## src/rtl/hdmi_tx_mode_sequencer_pkg.sv

```systemverilog
// rtl/hdmi_tx_mode_sequencer_pkg.sv - shared types and constants for the HDMI TX mode sequencer
package hdmi_tx_mode_pkg;

  typedef enum logic [3:0] {
    INIT,
    IDLE,
    WAIT_FRAME,
    WR_SET,
    HOLD,
    WR_CLR,
    WAIT_LOCK,
    DONE,
    ERR
  } state_t;

  localparam logic [1:0] MODE_PIO_ADDR = 2'd0;
  localparam logic       PIO_SET       = 1'b1;
  localparam logic       PIO_CLR       = 1'b0;

endpackage

```

## src/rtl/hdmi_tx_mode_sequencer_if.sv

```systemverilog
// rtl/hdmi_tx_mode_sequencer_if.sv - Avalon-MM write port toward the mode_change PIO
interface hdmi_tx_mode_sequencer_if;

  logic [1:0] av_address;
  logic       av_chipselect;
  logic       av_write_n;
  logic       av_writedata;

  modport master (
    output av_address,
    output av_chipselect,
    output av_write_n,
    output av_writedata
  );

  modport slave (
    input av_address,
    input av_chipselect,
    input av_write_n,
    input av_writedata
  );

endinterface

```

## src/rtl/hdmi_tx_lock_monitor.sv

```systemverilog
// rtl/hdmi_tx_lock_monitor.sv - consecutive-lock and timeout counters for the WAIT_LOCK phase
module hdmi_tx_lock_monitor #(
  parameter int LOCK_STABLE  = 8,
  parameter int LOCK_TIMEOUT = 1000000
) (
  input  logic clk,
  input  logic reset,
  input  logic clear,
  input  logic tx_locked,
  output logic locked_ok,
  output logic timed_out
);

  localparam int SW = $clog2(LOCK_STABLE + 1);
  localparam int TW = $clog2(LOCK_TIMEOUT + 1);

  logic [SW-1:0] r_stable_cnt;
  logic [TW-1:0] r_timeout_cnt;

  // Both counters saturate so they cannot wrap while the FSM is elsewhere.
  always_ff @(posedge clk) begin
    if (reset || clear) begin
      r_stable_cnt  <= '0;
      r_timeout_cnt <= '0;
    end else begin
      if (!tx_locked)
        r_stable_cnt <= '0;
      else if (r_stable_cnt != SW'(LOCK_STABLE))
        r_stable_cnt <= r_stable_cnt + SW'(1);
      if (r_timeout_cnt != TW'(LOCK_TIMEOUT))
        r_timeout_cnt <= r_timeout_cnt + TW'(1);
    end
  end

  // Flags fire in the cycle whose sample makes the count reach its limit.
  assign locked_ok = tx_locked && (r_stable_cnt == SW'(LOCK_STABLE - 1));
  assign timed_out = (r_timeout_cnt == TW'(LOCK_TIMEOUT - 1));

endmodule

```

## src/rtl/hdmi_tx_mode_sequencer.sv

```systemverilog
// rtl/hdmi_tx_mode_sequencer.sv - blanks video, pulses the mode_change PIO on a frame boundary,
// then waits for stable TX lock before unblanking
module hdmi_tx_mode_sequencer
  import hdmi_tx_mode_pkg::*;
#(
  parameter int MODE_W       = 4,
  parameter int PULSE_CYC    = 16,
  parameter int LOCK_STABLE  = 8,
  parameter int LOCK_TIMEOUT = 1000000,
  parameter int RESET_MODE   = 0
) (
  input  logic                     clk,
  input  logic                     reset,
  input  logic                     req_valid,
  input  logic [MODE_W-1:0]        req_mode,
  output logic                     req_ready,
  input  logic                     frame_start,
  input  logic                     tx_locked,
  hdmi_tx_mode_sequencer_if.master bus,
  output logic [MODE_W-1:0]        cur_mode,
  output logic                     video_blank,
  output logic                     busy,
  output logic                     done,
  output logic                     timeout_err
);

  localparam int HW = $clog2(PULSE_CYC + 1);

  state_t            r_state;
  logic [HW-1:0]     r_hold_cnt;
  logic [MODE_W-1:0] r_req_mode;
  logic [MODE_W-1:0] r_cur_mode;
  logic              r_cs;
  logic              r_wr_n;
  logic              r_wd;
  logic              r_req_ready;
  logic              r_video_blank;
  logic              r_busy;
  logic              r_done;
  logic              r_timeout_err;
  logic              w_clear;
  logic              w_locked_ok;
  logic              w_timed_out;

  assign w_clear = (r_state == WR_CLR);

  hdmi_tx_lock_monitor #(
    .LOCK_STABLE  (LOCK_STABLE),
    .LOCK_TIMEOUT (LOCK_TIMEOUT)
  ) u_lock_monitor (
    .clk       (clk),
    .reset     (reset),
    .clear     (w_clear),
    .tx_locked (tx_locked),
    .locked_ok (w_locked_ok),
    .timed_out (w_timed_out)
  );

  always_ff @(posedge clk) begin
    if (reset) begin
      r_state       <= INIT;
      r_hold_cnt    <= '0;
      r_req_mode    <= MODE_W'(RESET_MODE);
      r_cur_mode    <= MODE_W'(RESET_MODE);
      r_cs          <= 1'b0;
      r_wr_n        <= 1'b1;
      r_wd          <= PIO_CLR;
      r_req_ready   <= 1'b0;
      r_video_blank <= 1'b0;
      r_busy        <= 1'b1;
      r_done        <= 1'b0;
      r_timeout_err <= 1'b0;
    end else begin
      r_cs          <= 1'b0;
      r_wr_n        <= 1'b1;
      r_wd          <= PIO_CLR;
      r_done        <= 1'b0;
      r_timeout_err <= 1'b0;
      r_busy        <= 1'b1;
      r_req_ready   <= 1'b0;
      case (r_state)
        INIT: begin
          r_cs    <= 1'b1;
          r_wr_n  <= 1'b0;
          r_wd    <= PIO_CLR;
          r_state <= IDLE;
        end
        IDLE: begin
          r_busy      <= 1'b0;
          r_req_ready <= 1'b1;
          if (req_valid && r_req_ready) begin
            r_req_ready <= 1'b0;
            r_req_mode  <= req_mode;
            if (req_mode == r_cur_mode) begin
              r_done <= 1'b1;
            end else begin
              r_busy        <= 1'b1;
              r_video_blank <= 1'b1;
              r_state       <= WAIT_FRAME;
            end
          end
        end
        WAIT_FRAME: if (frame_start) r_state <= WR_SET;
        WR_SET: begin
          r_cs       <= 1'b1;
          r_wr_n     <= 1'b0;
          r_wd       <= PIO_SET;
          r_cur_mode <= r_req_mode;
          r_hold_cnt <= '0;
          r_state    <= HOLD;
        end
        HOLD: begin
          if (r_hold_cnt == HW'(PULSE_CYC - 1))
            r_state <= WR_CLR;
          else
            r_hold_cnt <= r_hold_cnt + HW'(1);
        end
        WR_CLR: begin
          r_cs    <= 1'b1;
          r_wr_n  <= 1'b0;
          r_wd    <= PIO_CLR;
          r_state <= WAIT_LOCK;
        end
        // Lock success is checked first so it wins a same-cycle timeout.
        WAIT_LOCK: begin
          if (w_locked_ok)
            r_state <= DONE;
          else if (w_timed_out)
            r_state <= ERR;
        end
        DONE: begin
          r_done        <= 1'b1;
          r_video_blank <= 1'b0;
          r_state       <= IDLE;
        end
        ERR: begin
          r_timeout_err <= 1'b1;
          r_video_blank <= 1'b0;
          r_state       <= IDLE;
        end
        default: r_state <= INIT;
      endcase
    end
  end

  assign bus.av_address    = MODE_PIO_ADDR;
  assign bus.av_chipselect = r_cs;
  assign bus.av_write_n    = r_wr_n;
  assign bus.av_writedata  = r_wd;
  assign req_ready         = r_req_ready;
  assign cur_mode          = r_cur_mode;
  assign video_blank       = r_video_blank;
  assign busy              = r_busy;
  assign done              = r_done;
  assign timeout_err       = r_timeout_err;

endmodule

```

## src/flat_wrapper.sv

```systemverilog
// flat-port wrapper written by rule: the top's interface ports become plain ports
module hdmi_tx_mode_sequencer_flat import hdmi_tx_mode_pkg::*;
#(
  parameter int MODE_W       = 4,
  parameter int PULSE_CYC    = 16,
  parameter int LOCK_STABLE  = 8,
  parameter int LOCK_TIMEOUT = 1000000,
  parameter int RESET_MODE   = 0
)
  (clk, reset, req_valid, req_mode, req_ready, frame_start, tx_locked, cur_mode, video_blank, busy, done, timeout_err, bus_av_address, bus_av_chipselect, bus_av_write_n, bus_av_writedata);
  hdmi_tx_mode_sequencer_if bus_i ();
  input  logic clk;
  input  logic reset;
  input  logic req_valid;
  input  logic [MODE_W-1:0] req_mode;
  output logic req_ready;
  input  logic frame_start;
  input  logic tx_locked;
  output logic [MODE_W-1:0] cur_mode;
  output logic video_blank;
  output logic busy;
  output logic done;
  output logic timeout_err;
  output wire logic [$bits(bus_i.av_address)-1:0] bus_av_address;
  output wire logic [$bits(bus_i.av_chipselect)-1:0] bus_av_chipselect;
  output wire logic [$bits(bus_i.av_write_n)-1:0] bus_av_write_n;
  output wire logic [$bits(bus_i.av_writedata)-1:0] bus_av_writedata;
  assign bus_av_address = bus_i.av_address;
  assign bus_av_chipselect = bus_i.av_chipselect;
  assign bus_av_write_n = bus_i.av_write_n;
  assign bus_av_writedata = bus_i.av_writedata;
  hdmi_tx_mode_sequencer #(.MODE_W(MODE_W), .PULSE_CYC(PULSE_CYC), .LOCK_STABLE(LOCK_STABLE), .LOCK_TIMEOUT(LOCK_TIMEOUT), .RESET_MODE(RESET_MODE)) u_core (.clk(clk), .reset(reset), .req_valid(req_valid), .req_mode(req_mode), .req_ready(req_ready), .frame_start(frame_start), .tx_locked(tx_locked), .bus(bus_i), .cur_mode(cur_mode), .video_blank(video_blank), .busy(busy), .done(done), .timeout_err(timeout_err));
endmodule
```

## config.mk

```make
export PLATFORM = sky130hd
export DESIGN_NAME = hdmi_tx_mode_sequencer_flat
export DESIGN_NICKNAME = d
export VERILOG_FILES = /design/src/rtl/hdmi_tx_mode_sequencer_pkg.sv /design/src/rtl/hdmi_tx_mode_sequencer_if.sv /design/src/rtl/hdmi_tx_lock_monitor.sv /design/src/rtl/hdmi_tx_mode_sequencer.sv /design/src/flat_wrapper.sv
export SDC_FILE = /design/constraint.sdc
export NUM_CORES = 1
export LEC_CHECK = 0
export CAP_MARGIN = 40
export CORE_AREA = 8 8 79 81
export CTS_BUF_LIST = sky130_fd_sc_hd__clkbuf_4
export DETAILED_ROUTE_END_ITERATION = 10
export DIE_AREA = 0 0 87 89
export GPL_ROUTABILITY_DRIVEN = 0
export PLACE_DENSITY = 0.68
export SLEW_MARGIN = 10
export SYNTH_ARGS = -nofsm -noshare
export SYNTH_HDL_FRONTEND = slang
export SYNTH_SLANG_ARGS = --single-unit
```

## constraint.sdc

```tcl
create_clock -name clk -period 2.57 [get_ports clk]
set_clock_uncertainty 0.15 [all_clocks]
set_input_delay 0.514 -clock clk [delete_from_list [all_inputs] [get_ports clk]]
set_output_delay 0.514 -clock clk [all_outputs]
set_load 0.01 [all_outputs]
```

Yosys cells after proc, flatten, opt, wreduce, memory -nomap -nowiden
Cells that the tools add are included.
{ "word_totals": {"regBits": 49, "in_bits": 9, "word_cells": 76, "out_inout_bits": 14} }
{ "op_classes": {"mux": 22, "eq_ne": 20, "bitwise_logic": 2, "reduce_logical": 15, "addsub": 3} }
{ "ops": {"columns": ["op", "n"], "rows": [
  ["4-bit one-hot mux with 7 select lines", 1],
  ["4-bit two-way mux", 6],
  ["20-bit by 1-bit adder with 20-bit output (second input constant)", 1],
  ["20-bit == test (second input constant)", 1],
  ["4-bit by 3-bit == test with 1-bit output (second input constant)", 5],
  ["20-bit inequality test (second input constant)", 1],
  ["1-bit two-way mux", 11],
  ["5-bit one-hot mux with 2 select lines", 1],
  ["4-bit by 2-bit == test with 1-bit output (second input constant)", 2],
  ["2-bit inequality test (second input constant)", 3],
  ["2-bit OR reduction", 3],
  ["3-bit OR reduction", 2],
  ["5-bit by 1-bit adder with 5-bit output (second input constant)", 1],
  ["5-bit by 4-bit == test with 1-bit output (second input constant)", 1],
  ["5-bit two-way mux", 1],
  ["5-bit AND reduction", 1],
  ["4-bit by 1-bit adder with 4-bit output (second input constant)", 1],
  ["4-bit by 1-bit == test with 1-bit output (second input constant)", 1],
  ["4-bit == test", 1],
  ["4-bit == test (second input constant)", 1],
  ["4-bit zero test", 1],
  ["2-bit by 1-bit inequality test with 1-bit output (second input constant)", 2],
  ["4-bit inequality test (second input constant)", 1],
  ["1-bit one-hot mux with 2 select lines", 2],
  ["other kinds (7)", 11]
]} }

Longest topological paths before layout
Gate-level depths: netlist of the first run.
{ "depth": {"word_depth": 4, "depth_mapped": 7, "depth_no_buf": 7} }

Modules after synthesis
A second synthesis of the first run with hierarchy kept.
{ "unflattened": {"hier_cells": 269, "area_unflattened_um2": 2361.0} }
{ "by_module_without_submodules": {"columns": ["module", "seq_area_each_um2", "area_per_inst_um2", "cells_per_inst", "instances"], "rows": [
  ["hdmi_tx_mode_sequencer", 500.5, 1208.7, 136, 1],
  ["hdmi_tx_lock_monitor", 480.5, 1152.4, 133, 1]
]} }

Worst setup path after synthesis of the first run
No wires, ideal clock.
{ "synth_timing": {"kind": "flip-flop to flip-flop", "startpoint": "register u_core.u_lock_monitor.r_timeout_cnt[11]", "endpoint": "register u_core.r_state[1]", "path_stages_with_launch": 6, "required_ns": 2.348, "setup_slack_ns": 0.220, "arrival_ns": 2.129, "setup_time_ns": 0.072, "synth_period_minus_slack_ns": 2.350, "path_buffers": 0, "path_cell_list": "dfxtp_1 or4b_1 or4_1 or3_1 a211oi_2 mux2i_1"} }
{ "synth_between": {"elab_chain_len": 3} }
{ "synth_lines": {"columns": ["element", "line", "source"], "rows": [
  ["from (decl)", "hdmi_tx_lock_monitor.sv:18", "logic [TW-1:0] r_timeout_cnt;"],
  ["from (signal assigned)", "hdmi_tx_lock_monitor.sv:31", "r_timeout_cnt <= r_timeout_cnt + TW'(1);"],
  ["20-bit == test", "hdmi_tx_lock_monitor.sv:37", "assign timed_out = (r_timeout_cnt == TW'(LOCK_TIMEOUT - 1));"],
  ["3-bit inequality test (no source line)", null, null],
  ["5-bit AND reduction (no source line)", null, null],
  ["to (signal assigned)", "hdmi_tx_mode_sequencer.sv:61", "r_state <= INIT;"],
  ["to (signal assigned)", "hdmi_tx_mode_sequencer.sv:86", "r_state <= IDLE;"],
  ["to (signal assigned)", "hdmi_tx_mode_sequencer.sv:99", "r_state <= WAIT_FRAME;"],
  ["to (decl)", "hdmi_tx_mode_sequencer.sv:29", "state_t r_state;"]
]} }
Every way passes these cells.
A chain may end at the register's enable or synchronous reset.

Worst setup path in the final report of the first run
{ "layout_timing": {"startpoint": "register u_core.u_lock_monitor.r_timeout_cnt[12]", "endpoint": "register u_core.r_state[2]"} }
Same word-level chain as after synthesis.

==> results.md, run 1 <==
- # setup viols final: 0
- Vias/cell: 5.12
- Critical Path Fanout Max: 4
- Worst slew margin: 0.580
- Warnings from Yosys: 0
- Clock root buffer master: clkbuf_4
- Area grow syn2layout: 16.4%
- Final Max Slew Viols: 0
- Worst path cell trace: or3b_2, or4_4, or3_4, a211oi_4, mux2i_1
- FP Rows: 26
- TNS Setup: 0 ns
- Maximum vdd drop: 0.407 mV
- Port bufs: 20
- Post-synth top cells: dfxtp_1 (49), nor2_1 (37), nand2_1 (24)
- Worst-path clk slew: 0.16 ns
- Core ar.: 4980 um^2
- Worst path required time: 2.73 ns
- Leak: 0.913 nW
- Hpwl dp: 3.06 mm
- Clk Latency, worst-skew pair: 0.38 ns
- Crit. End Element: flip-flop
- CTS Sinks: 49
- Drt total wl: 4.27 mm
- Critical Path Source Type: flip-flop
- Synth area leader: dfxtp_1
- #FFs+latches synth: 49
- Synth Area in Compound Gates: 0.0839
- Tcrit/Tclk final: 0.962
- Top FF cell, synth: dfxtp_1
- FFs w/ async S/R, synth: 0
- Synthesized cell area: 2270 um^2
- Mux contribution to synthesized area: 0.0359
- Simple-gate share of the synthesized area: 0.278
- Clock tree buffer depth: 2
- TritonCTS clock tree: built
- Fin util: 0.530
- Avg Cell Area, Syn: 8.49 um^2
- CP max stage cell: or4_4
- N_diodes: 0
- Max_cap viols: 0
- Die width: 87 um
- GRT overflow: 0
- Num ports: 23
- Class of the worst hold path: reg2reg
- ANT nets after route: 0
- Status: completed
- CTS Buf Count: 5
- Final net count: 301
- Die ar.: 7740 um^2
- Slowest cell delay on critical path: 0.55 ns
- Post-Synth Adder-Cell Area: 0.0331
- XOR/XNOR Fraction of Synth Area: 0.0928
- Starting density of the core: 0.455
- Unrepaired setup endpoints after global routing: false
- Global-route wire length before repair: 7.16 mm
- DR pass1 iterations: 4
- Worst EP arrival: 2.63 ns
- Antenna violations before repair: 0
- Synth top area share: 0.433
- Hold Fails Final Rpt: 0
- Most frequent cell after synthesis: dfxtp_1
- Filler cells: 479
- Post-synthesis sequential area ratio: 0.433
- Starting DRT DRC Count: 129
- Crit path kind: reg2reg
- Crit path time final: 2.47 ns
- Per-cell routed wire length: 12.0 um
- Worst Tran Pin Value: 0.624 ns
- Synth area leaders: dfxtp_1 (43%), nor2_1 (6.1%), xnor2_1 (5.4%), nand2_1 (4.0%), xor2_1 (3.9%)
- EDFF count, synth: 0
- Pwr/cell area: 639 nW/um^2
- Hold Worst Slack: 0.317 ns
- DR DRC count: 0
- Synthesized instance count: 267
- Yosys cell types: 41
- Vias in the first global route: 1607
- DIE HEIGHT: 89 um
- Max Clk Rate: 404 MHz
- Share of cells above drive strength 1: 0.0836
- Tot GR Track Use: 0.114
- Maximum number of pins on one net before global-route repair: 26
- Largest family of logic cells by synthesized area: simple AND/OR/NAND/NOR gates
- Via count: 1827
- Hold Buf Count CTS: 0
- H-tree Lvls: 2
-- layout by cell type (no fill, tap or decap), types with 2 or more instances in the layout --
master / instances
ha_1: 6
nor3_1: 9
nand4_1: 6
nand2b_1: 7
clkbuf_4: 5
conb_1: 2
o21ai_0: 6
nor3b_1: 2
a31oi_1: 2
nor2b_1: 2
or3b_2: 2
xnor2_1: 14
buf_4: 5
and3_1: 4
nand3_1: 15
nand2_1: 24
nor2_1: 37
inv_1: 9
a21oi_1: 12
clkdlybuf4s50_1: 20
mux2i_1: 7
xor2_1: 10
or3_1: 4
dfxtp_2: 4
nor4_1: 6
dfxtp_1: 45
-- cells by family after synthesis --
group / Yosys count
muxes: 8
AOI/OAI and AO/OA: 30
DFF: 49
adders and majority gates: 6
other: 1
xor gates and xnor gates: 24
buffers and inverters: 23
and+or+nand+nor: 126
-- report_power, final --
group / total [W] / switching (W) / internal (W) / leakage [nW]
sequential: 0.000892 / 0.0000789 / 0.000814 / 0.399
clock: 0.000459 / 0.000252 / 0.000207 / 0.0456
combinational: 0.000334 / 0.000167 / 0.000167 / 0.468
-- registers in the layout, summed over array words and instances (netlist names) --
| register | cells |
|---|---|
| u_core.bus.av_chipselect | 1 |
| u_core.bus.av_write_n | 1 |
| u_core.bus.av_writedata | 1 |
| u_core.busy | 1 |
| u_core.cur_mode | 4 |
| u_core.done | 1 |
| u_core.r_hold_cnt | 5 |
| u_core.r_req_mode | 4 |
| u_core.r_state | 4 |
| u_core.req_ready | 1 |
| u_core.timeout_err | 1 |
| u_core.u_lock_monitor.r_stable_cnt | 4 |
| u_core.u_lock_monitor.r_timeout_cnt | 20 |
| u_core.video_blank | 1 |
-- per-stage QoR --
step / setup WS (ns) / cells / total power [W] / cell area (um^2)
final: 0.0974 / 357 / 0.00169 / 2640
after global routing: 0.000367 / 357 / 0.00178 / 2640
after CTS: 0.0822 / 355 / 0.00170 / 2600
after detailed placement: 0.102 / 347 / 0.00124 / 2520
after global placement: 0.155 / 347 / 0.00123 / 2520
after floorplan: 0.220 / 268 / 0.00112 / 2270
-- repair_timing --
action,4_1_cts,5_1_grt
setup buffers,0,2
hold endpoints to repair,0,0
gates resized for setup,0,7
setup endpoints to repair,0,1
-- layer usage --
metal	track usage	routed length [um]	vias up
li1	-	-	949
met1	0.138	2080	849
met2	0.189	1970	22
met3	0.0294	150	7
met4	0.0423	71	0
met5	0	0	-
-- final timing paths --
path	from	end	slack (ns)	cells past startpoint
min	u_core.r_req_mode[1]$_SDFFE_PP0P_	u_core.cur_mode[1]$_SDFFE_PP0P_	0.32	2
min reg2reg	u_core.r_req_mode[1]$_SDFFE_PP0P_	u_core.cur_mode[1]$_SDFFE_PP0P_	0.32	2
max	u_core.u_lock_monitor.r_timeout_cnt[12]$_SDFFE_PP0P_	u_core.r_state[2]$_SDFFE_PP0P_	0.1	5
max reg2reg	u_core.u_lock_monitor.r_timeout_cnt[12]$_SDFFE_PP0P_	u_core.r_state[2]$_SDFFE_PP0P_	0.1	5
-- cell type report --
class                      instances  area [um^2]  share of cell area
clock inverter                     3         43.8              0.0166
clock buffer                       5         37.5              0.0142
tap                               70         87.6              0.0332
inverter                           9         33.8              0.0128
timing repair buffer              25          238              0.0901
sequential                        49          986               0.374
multi-input combinational        196         1210               0.459
-- worst max-delay path, delay by kind of cell, from the launching register on --
family,cells,cell delay (ns)
AOI/OAI and AO/OA,1,0.29
and+or+nand+nor,3,1.42
muxes,1,0.20
DFF,1,0.37
(Power assumes the default switching activity.)
==> run 2, diff against run 1 <==
--- a/config.mk
+++ b/config.mk
@@ -6,12 +6,12 @@
 export NUM_CORES = 1
 export LEC_CHECK = 0
 export CAP_MARGIN = 40
-export CORE_AREA = 8 8 79 81
+export CORE_AREA = 8 8 77 79
 export CTS_BUF_LIST = sky130_fd_sc_hd__clkbuf_4
 export DETAILED_ROUTE_END_ITERATION = 10
-export DIE_AREA = 0 0 87 89
+export DIE_AREA = 0 0 85 87
 export GPL_ROUTABILITY_DRIVEN = 0
-export PLACE_DENSITY = 0.68
+export PLACE_DENSITY = 0.71
 export SLEW_MARGIN = 10
 export SYNTH_ARGS = -nofsm -noshare
 export SYNTH_HDL_FRONTEND = slang
==> run 2 against run 1 <==
Critical path type unchanged. Fmax fell by 0.41%. Non-clock buffer count fell by 1. First-iteration DRC count fell by 36%. Global-route usage rose by 0.41 points. Design area fell by 0.28%. Die area fell by 4.5%. Via count rose by 0.22%. Register-to-register slack barely moved. Critical path depth did not move.
==> results.md, run 2 (synthesized netlist as in run 1, its figures left out) <==
- Tcrit/Tclk final: 0.966 (was 0.962)
- DIE HEIGHT: 87 um (was 89 um)
- Top reg by flops: u_core.u_lock_monitor.r_timeout_cnt (unchanged)
- Fin util: 0.543 (was 0.530)
- Final net count: 300 (was 301)
- Leak: 0.915 nW (was 0.913 nW)
- Design Area, Final: 2630 um^2 (was 2640 um^2)
- Starting DRT DRC Count: 82 (was 129)
- Die ar.: 7400 um^2 (was 7740 um^2)
- Core ar.: 4850 um^2 (was 4980 um^2)
- H-tree Lvls: 2 (unchanged)
- DR pass1 iterations: 4 (unchanged)
- Vias in the first global route: 1666 (was 1607)
- Maximum vdd drop: 0.259 mV (was 0.407 mV)
- Hpwl dp: 3.11 mm (was 3.06 mm)
- Largest register FFs: 20 (unchanged)
- Max Clk Rate: 403 MHz (was 404 MHz)
- Num ports: 23 (unchanged)
- Final Max Slew Viols: 0 (unchanged)
- Crit path kind: reg2reg (unchanged)
- Cell Area, Placed: 2500 um^2 (was 2520 um^2)
- Clk Latency, worst-skew pair: 0.37 ns (was 0.38 ns)
- Worst EP arrival: 2.63 ns (about the same)
- Tot GR Track Use: 0.118 (was 0.114)
- Per-cell routed wire length: 12.5 um (was 12.0 um)
- Crit path time final: 2.48 ns (was 2.47 ns)
- Largest regs: u_core.u_lock_monitor.r_timeout_cnt x20, u_core.r_hold_cnt x5 (unchanged)
- Filler cells: 470 (was 479)
- Clock tree buffer depth: 2 (unchanged)
- ANT nets after route: 0 (unchanged)
- Pwr/cell area: 672 nW/um^2 (was 639 nW/um^2)
- Reg area: 982 um^2 (was 986 um^2)
- Drt total wl: 4.26 mm (was 4.27 mm)
- Worst-path clk slew: 0.15 ns (was 0.16 ns)
- Overall power: 0.00177 W (was 0.00169 W)
- Class of the worst hold path: reg2reg (unchanged)
- Port bufs: 20 (unchanged)
- Hold Fails Final Rpt: 0 (unchanged)
- TNS Setup: 0 ns (unchanged)
- CTS Sinks: 49 (unchanged)
- Status: completed (unchanged)
- GRT overflow: 0 (unchanged)
- Die width: 85 um (was 87 um)
- Hold Worst Slack: 0.311 ns (was 0.317 ns)
- N_diodes: 0 (unchanged)
- Area grow syn2layout: 16.1% (was 16.4%)
- TritonCTS clock tree: built (unchanged)
- Maximum number of pins on one net before global-route repair: 26 (unchanged)
- Critical Path Fanout Max: 3 (was 4)
- Worst slew margin: 0.626 (was 0.580)
- Worst path required time: 2.71 ns (was 2.73 ns)
- Worst Tran Pin Value: 0.556 ns (was 0.624 ns)
- Critical Path Source Type: flip-flop (unchanged)
- Via count: 1831 (was 1827)
- # setup viols final: 0 (unchanged)
- Antenna violations before repair: 0 (unchanged)
- Unrepaired setup endpoints after global routing: false (unchanged)
- Global-route wire length before repair: 7.24 mm (was 7.16 mm)
- Most frequent cells in the layout: dfxtp_1 (48), nor2_1 (37), nand2_1 (24), clkdlybuf4s50_1 (20), nand3_1 (15) (was dfxtp_1 (45), nor2_1 (37), nand2_1 (24), clkdlybuf4s50_1 (20), nand3_1 (15))
- DR DRC count: 0 (unchanged)
- Share of cells above drive strength 1: 0.0699 (was 0.0836)
- FP Rows: 26 (unchanged)
- Max_cap viols: 0 (unchanged)
- Vias/cell: 5.35 (was 5.12)
- Clock root buffer master: clkbuf_4 (unchanged)
- Area of the multi-input gates: 1210 um^2 (unchanged)
- Most common cell after layout, fill and taps aside: dfxtp_1 (unchanged)
- Starting density of the core: 0.467 (was 0.455)
- CTS Buf Count: 5 (unchanged)
- Crit. End Element: flip-flop (unchanged)
run 2: changes by cell type in the layout (fill, tap and decap cells not counted), sizes merged:
cell    change
buf         -1
bufinv      +1
inv         -1
run 2: through the flow:
step	setup slack (ns)	std cells
6_report	0.0872	342
5_1_grt	0.00240	342
4_1_cts	0.0369	341
3_5_place_dp	0.0701	333
3_3_place_gp	0.156	333
2_1_floorplan	0.220	268
run 2: worst max-delay path, stage by stage, from the launching register on:
cell	delay [ns]
dfxtp_2	0.35
or4b_1	0.51
or4_4	0.55
or3_4	0.36
a211oi_4	0.30
mux2i_1	0.21
run 2: per-layer routing:
metal	wire, um	track usage
met4	59	0.0437
met1	1960	0.133
met2	2040	0.204
met3	200	0.0358
met5	0	0
run 2: path summary, 6_finish.rpt:
path,startpoint,end,slack (ns),cells past startpoint
worst max-delay path,u_core.u_lock_monitor.r_timeout_cnt[11]$_SDFFE_PP0P_,u_core.r_state[2]$_SDFFE_PP0P_,0.09,5
worst min-delay path,u_core.r_req_mode[2]$_SDFFE_PP0P_,u_core.cur_mode[2]$_SDFFE_PP0P_,0.31,2
worst max register to register,u_core.u_lock_monitor.r_timeout_cnt[11]$_SDFFE_PP0P_,u_core.r_state[2]$_SDFFE_PP0P_,0.09,5
worst min register to register,u_core.r_req_mode[2]$_SDFFE_PP0P_,u_core.cur_mode[2]$_SDFFE_PP0P_,0.31,2
run 2: final cells by class:
class / count / area share
timing repair buffer: 24 / 0.0875
inverter: 9 / 0.0128
multi-input combinational: 196 / 0.461
tap: 56 / 0.0266
sequential: 49 / 0.373
clock buffer: 5 / 0.0143
clock inverter: 3 / 0.0247
run 2: timing repair:
action / in CTS / in global routing
setup endpoints to repair: 0 / 2
setup buffers: 0 / 1
resized for setup: 0 / 4
hold buffers: 0 / 0
run 2: power by group:
part	leakage, nW	switching, W	internal (W)
clock	0.0552	0.000238	0.000301
combinational	0.462	0.000167	0.000167
sequential	0.398	0.0000807	0.000814
total	0.915	0.000485	0.00128
==> run 3, diff against run 2 <==
--- a/config.mk
+++ b/config.mk
@@ -6,12 +6,12 @@
 export NUM_CORES = 1
 export LEC_CHECK = 0
 export CAP_MARGIN = 40
-export CORE_AREA = 8 8 77 79
+export CORE_AREA = 8 8 85 87
 export CTS_BUF_LIST = sky130_fd_sc_hd__clkbuf_4
 export DETAILED_ROUTE_END_ITERATION = 10
-export DIE_AREA = 0 0 85 87
+export DIE_AREA = 0 0 93 95
 export GPL_ROUTABILITY_DRIVEN = 0
-export PLACE_DENSITY = 0.71
+export PLACE_DENSITY = 0.63
 export SLEW_MARGIN = 10
 export SYNTH_ARGS = -nofsm -noshare
 export SYNTH_HDL_FRONTEND = slang
==> run 3 against run 2 <==
Sequential power is 2% lower. Total power hardly changed. Global-route usage is 1.8 points lower. Die area is 19% higher. Register-to-register slack worse by 0.03 ns. Cell count is 5.6% higher. Non-clock buffer count stayed put. Combinational power is 6.0% higher. Flip-flop and latch count stayed put. Clock-buffer cell count stayed put. Sequential share of layout area is 0.33 points lower. Critical endpoint unchanged.
==> results.md, run 3 (synthesized netlist as in run 1, its figures left out) <==
- Die width: 93 um (was 85 um)
- N_diodes: 0 (unchanged)
- CTS Buf Count: 5 (unchanged)
- Top reg by flops: u_core.u_lock_monitor.r_timeout_cnt (unchanged)
- Tcrit/Tclk final: 0.977 (was 0.966)
- Overall power: 0.00177 W (about the same)
- FF-to-FF setup slack: 0.06 ns (was 0.09 ns)
- Comb pwr share: 0.200 (was 0.189)
- Vias in the first global route: 1630 (was 1666)
- Crit. End Element: flip-flop (unchanged)
- Critical Path Fanout Max: 4 (was 3)
- DIE HEIGHT: 95 um (was 87 um)
- Hold Path Stages: 2 (unchanged)
- Status: completed (unchanged)
- Core ar.: 5820 um^2 (was 4850 um^2)
- ANT nets after route: 0 (unchanged)
- GRT overflow: 0 (unchanged)
- Via count: 1794 (was 1831)
- Clk Latency, worst-skew pair: 0.36 ns (was 0.37 ns)
- Vias/cell: 4.97 (was 5.35)
- Max Clk Rate: 398 MHz (was 403 MHz)
- Per-cell routed wire length: 11.8 um (was 12.5 um)
- Global-route wire length before repair: 7.30 mm (was 7.24 mm)
- Internal power: 0.00129 W (was 0.00128 W)
- Area grow syn2layout: 17.1% (was 16.1%)
- Clock power frac: 0.303 (was 0.305)
- Reg area: 982 um^2 (unchanged)
- DR pass1 iterations: 4 (unchanged)
- Hold Fails Final Rpt: 0 (unchanged)
- Maximum vdd drop: 0.246 mV (was 0.259 mV)
- Num ports: 23 (unchanged)
- Max_cap viols: 0 (unchanged)
- Reg power frac: 0.496 (was 0.506)
- Antenna violations before repair: 0 (unchanged)
- Most frequent cells in the layout: dfxtp_1 (48), nor2_1 (37), nand2_1 (24), clkdlybuf4s50_1 (20), nand3_1 (15) (unchanged)
- Area of the multi-input gates: 1210 um^2 (unchanged)
- CTS Sinks: 49 (unchanged)
- Crit path kind: reg2reg (unchanged)
- Crit path time final: 2.51 ns (was 2.48 ns)
- Leak: 0.915 nW (about the same)
- Starting density of the core: 0.390 (was 0.467)
- Switching Power: 0.000481 W (was 0.000485 W)
- Die ar.: 8840 um^2 (was 7400 um^2)
- Clock tree buffer depth: 2 (unchanged)
- Largest register FFs: 20 (unchanged)
- H-tree Lvls: 2 (unchanged)
- Share of cells above drive strength 1: 0.0699 (unchanged)
- Final Max Slew Viols: 0 (unchanged)
- Worst setup margin: 0.0601 ns (was 0.0872 ns)
- Final net count: 300 (unchanged)
- Drt total wl: 4.24 mm (was 4.26 mm)
- Hpwl dp: 3.10 mm (was 3.11 mm)
- Dpl ws: 0.118 ns (was 0.0701 ns)
- Hold Worst Slack: 0.312 ns (was 0.311 ns)
- Worst path required time: 2.71 ns (about the same)
- Port bufs: 20 (unchanged)
- Pwr/cell area: 666 nW/um^2 (was 672 nW/um^2)
- Starting DRT DRC Count: 57 (was 82)
- Largest regs: u_core.u_lock_monitor.r_timeout_cnt x20, u_core.r_hold_cnt x5 (unchanged)
- Worst-path clk slew: 0.14 ns (was 0.15 ns)
- DR DRC count: 0 (unchanged)
- Clock root buffer master: clkbuf_4 (unchanged)
- # setup viols final: 0 (unchanged)
- Worst EP arrival: 2.65 ns (was 2.63 ns)
- Maximum number of pins on one net before global-route repair: 26 (unchanged)
- Most common cell after layout, fill and taps aside: dfxtp_1 (unchanged)
- Sw frac: 0.272 (was 0.275)
- Critical Path Source Type: flip-flop (unchanged)
- Worst R2R End: u_core.r_state[2]$_SDFFE_PP0P_ (unchanged)
- TritonCTS clock tree: built (unchanged)
- R2R Path Start: u_core.u_lock_monitor.r_timeout_cnt[11]$_SDFFE_PP0P_ (unchanged)
- Filler cells: 608 (was 470)
- Class of the worst hold path: reg2reg (unchanged)
- Hold endpoint: u_core.cur_mode[1]$_SDFFE_PP0P_ (was u_core.cur_mode[2]$_SDFFE_PP0P_)
- Reg2reg path depth: 5 (unchanged)
- Worst Tran Pin Value: 0.565 ns (was 0.556 ns)
- Setup Fix Bufs, Post-CTS: 0 (unchanged)
- FP Rows: 28 (was 26)
- Worst slew margin: 0.620 (was 0.626)
- Worst min-delay path startpoint: u_core.r_req_mode[1]$_SDFFE_PP0P_ (was u_core.r_req_mode[2]$_SDFFE_PP0P_)
- Tot GR Track Use: 0.100 (was 0.118)
run 3: worst max path at each step:
stage	from	to	slack, ns	cells past startpoint
6_report	u_core.u_lock_monitor.r_timeout_cnt[11]$_SDFFE_PP0P_	u_core.r_state[2]$_SDFFE_PP0P_	0.06	5
5_1_grt	u_core.u_lock_monitor.r_timeout_cnt[11]$_SDFFE_PP0P_	u_core.r_state[2]$_SDFFE_PP0P_	-0.009	5
4_1_cts	u_core.u_lock_monitor.r_timeout_cnt[11]$_SDFFE_PP0P_	u_core.r_state[2]$_SDFFE_PP0P_	0.07	5
3_5_place_dp	u_core.u_lock_monitor.r_timeout_cnt[11]$_SDFFE_PP0P_	u_core.r_state[1]$_SDFFE_PP0P_	0.12	5
3_3_place_gp	u_core.u_lock_monitor.r_timeout_cnt[11]$_SDFFE_PP0P_	u_core.r_state[1]$_SDFFE_PP0P_	0.16	5
2_1_floorplan	u_core.u_lock_monitor.r_timeout_cnt[11]$_SDFFE_PP0P_	u_core.r_state[1]$_SDFFE_PP0P_	0.22	5
run 3: area by class of cell:
cell class	instances	share of cell area
sequential	49	0.370
clock buffer	5	0.0141
inverter	9	0.0127
multi-input combinational	196	0.456
clock inverter	3	0.0245
timing repair buffer	24	0.0868
tap	75	0.0354
run 3: what timing repair did:
action / CTS / global route
hold buffers: 0 / 0
hold endpoints to repair: 0 / 0
resized for setup: 0 / 4
endpoints found under the setup margin: 0 / 2
run 3: power by group through the flow:
stage / clock (W) / sequential [W] / combinational, W
4_1_cts: 0.000556 / 0.000877 / 0.000352
2_1_floorplan: 0 / 0.000880 / 0.000241
3_5_place_dp: 0 / 0.000895 / 0.000349
5_1_grt: 0.000586 / 0.000891 / 0.000398
6_report: 0.000537 / 0.000878 / 0.000354
3_3_place_gp: 0 / 0.000892 / 0.000348
run 3: critical path: stages (launching register included):
cell and delay (ns):
dfxtp_2 0.36, or4b_1 0.53, or4_4 0.56, or3_4 0.36, a211oi_4 0.28, mux2i_1 0.21
run 3: layer usage:
| metal | track usage | routed length [um] | vias to the layer above |
|---|---|---|---|
| li1 | - | - | 947 |
| met1 | 0.118 | 2000 | 815 |
| met2 | 0.170 | 1990 | 25 |
| met3 | 0.0286 | 192 | 7 |
| met4 | 0.0362 | 61 | 0 |
| met5 | 0 | 0 | - |
run 3: metrics by stage:
step | cells | area (um^2) | TNS, ns | util
detailed placement | 353 | 2530 | 0 | 0.436
CTS | 361 | 2640 | 0 | 0.453
global route | 361 | 2650 | -0.0157 | 0.456
finish | 361 | 2650 | 0 | 0.456
global placement | 353 | 2530 | 0 | 0.436
floorplan | 268 | 2270 | 0 | -
